### config.mk
export PLATFORM = sky130hd
export DESIGN_NAME = demux8_reg
export DESIGN_NICKNAME = d
export VERILOG_FILES = /design/src/rtl/demux8_reg.sv
export SDC_FILE = /design/constraint.sdc
export NUM_CORES = 1
export LEC_CHECK = 0
export ABC_AREA = 1
export CORE_MARGIN = 10
export CORE_UTILIZATION = 42
export CTS_CLUSTER_SIZE = 14
export DETAILED_ROUTE_END_ITERATION = 8
export PLACE_DENSITY_LB_ADDON = 0.3
export SYNTH_ARGS = -nofsm -noshare
export SYNTH_HDL_FRONTEND = slang
export SYNTH_SLANG_ARGS = --single-unit
### constraint.sdc
create_clock -name clk -period 3.61 [get_ports clk]
set_input_delay 0.5415 -clock clk [delete_from_list [all_inputs] [get_ports clk]]
set_output_delay 0.5415 -clock clk [all_outputs]
set_load 0.02 [all_outputs]
### src/rtl/demux8_reg.sv
// demux8_reg: routes one WIDTH-bit input word into one of eight registered
// destinations and tracks a per-destination "unconsumed data" flag.
//
// Ports:
//   clk      - single clock, all state updates on its rising edge
//   rst      - synchronous active-high reset (wins over wr_en/rd_clr)
//   in       - source data
//   sel      - destination index, 0 -> out1 ... 7 -> out8
//   wr_en    - write strobe, captures in into destination sel
//   rd_clr   - per-destination consume strobe, bit i-1 clears valid of out{i}
//   out1..8  - registered destination values
//   valid    - per-destination unconsumed-data flags
//   ovf      - sticky per-destination overwrite flags
//   pending  - registered popcount of valid
module demux8_reg #(
  parameter int WIDTH = 32
) (
  input  logic             clk,
  input  logic             rst,
  input  logic [WIDTH-1:0] in,
  input  logic [2:0]       sel,
  input  logic             wr_en,
  input  logic [7:0]       rd_clr,
  output logic [WIDTH-1:0] out1,
  output logic [WIDTH-1:0] out2,
  output logic [WIDTH-1:0] out3,
  output logic [WIDTH-1:0] out4,
  output logic [WIDTH-1:0] out5,
  output logic [WIDTH-1:0] out6,
  output logic [WIDTH-1:0] out7,
  output logic [WIDTH-1:0] out8,
  output logic [7:0]       valid,
  output logic [7:0]       ovf,
  output logic [3:0]       pending
);

  logic [WIDTH-1:0] data_q [8];
  logic [7:0]       valid_nxt;
  logic [7:0]       ovf_nxt;
  logic [3:0]       pending_nxt;

  // A write to the same index as a consume takes priority: valid stays set
  // and no overwrite is flagged, because the old data was consumed.
  always_comb begin
    valid_nxt   = valid & ~rd_clr;
    ovf_nxt     = ovf;
    pending_nxt = '0;
    if (wr_en) begin
      valid_nxt[sel] = 1'b1;
      if (valid[sel] && !rd_clr[sel]) begin
        ovf_nxt[sel] = 1'b1;
      end
    end
    // pending is counted from the next-state flags so it lands on the
    // same edge as valid.
    for (int unsigned i = 0; i < 8; i++) begin
      pending_nxt = pending_nxt + 4'(valid_nxt[i]);
    end
  end

  always_ff @(posedge clk) begin
    if (rst) begin
      for (int unsigned i = 0; i < 8; i++) begin
        data_q[i] <= '0;
      end
      valid   <= '0;
      ovf     <= '0;
      pending <= '0;
    end else begin
      if (wr_en) begin
        data_q[sel] <= in;
      end
      valid   <= valid_nxt;
      ovf     <= ovf_nxt;
      pending <= pending_nxt;
    end
  end

  assign out1 = data_q[0];
  assign out2 = data_q[1];
  assign out3 = data_q[2];
  assign out4 = data_q[3];
  assign out5 = data_q[4];
  assign out6 = data_q[5];
  assign out7 = data_q[6];
  assign out8 = data_q[7];

endmodule

==> impl_metrics.json <==
{
  "status": "finished, final reports clean",
  "m1WireLength_um": 11800,
  "p_seq_share_pct": 50.1,
  "area.sequential_um2": 8090,
  "top_layer": "met4",
  "final_common_cell": "clkdlybuf4s50_1",
  "worst_slew_pin_slew_ns": 0.800,
  "r2r_start": "valid[3]",
  "grt_pass1_vias": 7001,
  "whs_endpoint": "ovf[3]",
  "hold_depth": 2,
  "hold_viol_final": 0,
  "end_kind": "flop",
  "port_buffers": 321,
  "clk_path_buf_depth": 3,
  "syn_area_per_cell_um2": 13.6,
  "die_h_um": 177,
  "grt_overflow": 0,
  "drt-total-wl_um": 31000,
  "fin_skew_ns": 0.00824,
  "routedWlPerCell_um": 21.4,
  "startpoint_type": "input pin",
  "r2r_end": "pending[2]",
  "slew_headroom_pct": 46.6,
  "synth_enable_flop_cells": 256,
  "met2_length_um": 15700,
  "clk_pin_slew_ns": 0.06,
  "syn_area_um2": 10300,
  "layout_common_cells": "clkdlybuf4s50_1 (317), nor2_1 (259), edfxtp_1 (256), inv_1 (61), nand2_1 (45)",
  "power.density_nw_per_um2": 507,
  "hold_buffers": 0,
  "finalPower_w": 0.00749,
  "cts_resized": 0,
  "critPathKind": "in -> reg",
  "gp_congestion": 0.838,
  "initial_core_util_pct": 42.5,
  "area_growth_pct": 43.3,
  "ys_ff_latch": 276,
  "die_w_um": 177,
  "holdCritStartpoint": "ovf[3]",
  "drive_above_1_share_pct": 10.5,
  "first_iter_violations": 502,
  "dieArea_um2": 31200,
  "dpl.cell_count": 1398,
  "cts_tree": "yes",
  "grt_max_degree": 33,
  "period_share_pct": 89.7,
  "timing.fmax_mhz": 309,
  "crit_arrival_ns": 3.66,
  "vdd_ir_drop_max_uv": 358,
  "pwr-share-clk_pct": 36.4,
  "wl_met3_um": 2860,
  "internal_power_w": 0.00565,
  "synth_nets": 809,
  "post_drt_via_cell_ratio": 4.78,
  "clockRootBuffer": "clkbuf_16",
  "reg2reg_setup_slack_ns": 0.43,
  "rows": 57,
  "p_leak_nw": 5.69,
  "path_max_fanout": 2,
  "post-cts-setup-buffers": 0,
  "setup_viol": 0,
  "synthArstFlopShare_pct": 0,
  "vias": 6921,
  "reg2reg_depth": 13,
  "n_fill_cell": 1898,
  "dpl-instance-area_um2": 13900,
  "hpwl_um": 21700,
  "ys_types": 20,
  "syn_inst": 756,
  "ys_warn_count": 0,
  "insertedDiodeCount": 0,
  "combPwrFrac_pct": 13.5,
  "drv_cap": 0,
  "first_pass_iters": 4,
  "antenna_left": 0,
  "slew_violations": 0,
  "p_sw_w": 0.00183,
  "required_ns": 4.03,
  "switching_share_pct": 24.5,
  "multi_input_area_um2": 1670,
  "synth_top_flop_cell": "edfxtp_1",
  "period_needed_ns": 3.24,
  "seq_area_frac_synth_pct": 78.4,
  "worstSkewPairLatency_ns": 0.54,
  "grt_pass1_wl_um": 45100,
  "min_path_type": "reg -> reg",
  "antenna_found_initial": 0,
  "top_level_ports": 322,
  "clock-sinks": 276,
  "numCtsBuffers": 28,
  "rsz0062_at_grt": "no",
  "nets": 1157,
  "htreeDepth": 1,
  "finalInstanceArea_um2": 14800,
  "drc": 0,
  "grt.total_usage_pct": 19.0,
  "coreArea_um2": 24200,
  "stdcell_count": 1449
}
[registers in the layout, summed over array words and instances, names as in the netlist]
name     cells
valid        8
ovf          8
data_q     256
pending      4
[per-stage QoR]
step                      setup slack, ns  hold WS [ns]  TNS (ns)  utilization (%)
after detailed placement           -0.509         0.441     -1.17             57.3
after global routing                0.104         0.474         0             60.9
final                               0.372         0.453         0             60.9
after global placement             -0.444         0.437    -0.974             57.3
after CTS                          0.0370         0.454         0             60.8
after floorplan                    0.0901         0.531         0                -
[cell usage after synthesis (3+ instances only)]
library cell | instances | area share (%)
ha_1 | 3 | 0.36
nor2_1 | 259 | 9.4
nand3_1 | 16 | 0.78
fa_1 | 4 | 0.78
nand2_2 | 7 | 0.42
inv_1 | 61 | 2.2
nand2_1 | 53 | 1.9
buf_6 | 24 | 2.6
a21oi_1 | 7 | 0.34
nor2_4 | 5 | 0.55
inv_2 | 14 | 0.51
dfxtp_1 | 20 | 3.9
edfxtp_1 | 256 | 75
nor2_2 | 18 | 1.1
[routing by layer]
metal | vias up | GRT usage, %
li1 | 3183 | -
met1 | 3403 | 22.7
met2 | 291 | 33.0
met3 | 44 | 5.53
met4 | 0 | 5.15
met5 | - | 0
[cells by family after synthesis]
| group | count (synthesis) | share of synthesized area (%) |
|---|---|---|
| and+or+nand+nor | 358 | 14.2 |
| DFF | 276 | 78.4 |
| buffers and inverters | 105 | 5.64 |
| AOI/OAI and AO/OA | 9 | 0.485 |
| adders and majority gates | 7 | 1.14 |
| xor gates and xnor gates | 1 | 0.0850 |
[worst max path at each step]
stage	from	endpoint	slack [ns]
after floorplan	sel[0]	pending[2]	0.09
after global placement	sel[1]	pending[2]	-0.44
after detailed placement	sel[1]	pending[2]	-0.51
after CTS	sel[1]	pending[2]	0.04
after global routing	sel[1]	pending[2]	0.10
final	rd_clr[3]	pending[2]	0.37
[critical path, stage by stage]
cell and delay, ns:
clkdlybuf4s50_1 0.43, o21a_1 0.21, fa_1 0.53, inv_1 0.06, fa_1 0.47, inv_1 0.05, fa_1 0.43, inv_1 0.07
ha_1 0.17, inv_1 0.06, fa_1 0.43, xor2_1 0.15, nor2_1 0.06
[power by group through the flow]
stage,clock network (W),logic [W],registers [W]
after detailed placement,0,0.00102,0.00382
after CTS,0.00277,0.00103,0.00375
after global routing,0.00290,0.00107,0.00377
final,0.00272,0.00101,0.00375
after floorplan,0,0.000166,0.00409
after global placement,0,0.00102,0.00381
[layout make-up]
cell class	count	area share, %
Multi-Input combinational cell	375	11.3
Clock inverter	15	0.737
Tap cell	324	2.74
Clock buffer	36	5.09
Sequential cell	276	54.7
Timing Repair Buffer	346	23.4
Inverter	77	1.96
Note: power is estimated with default switching activity, not from simulation.
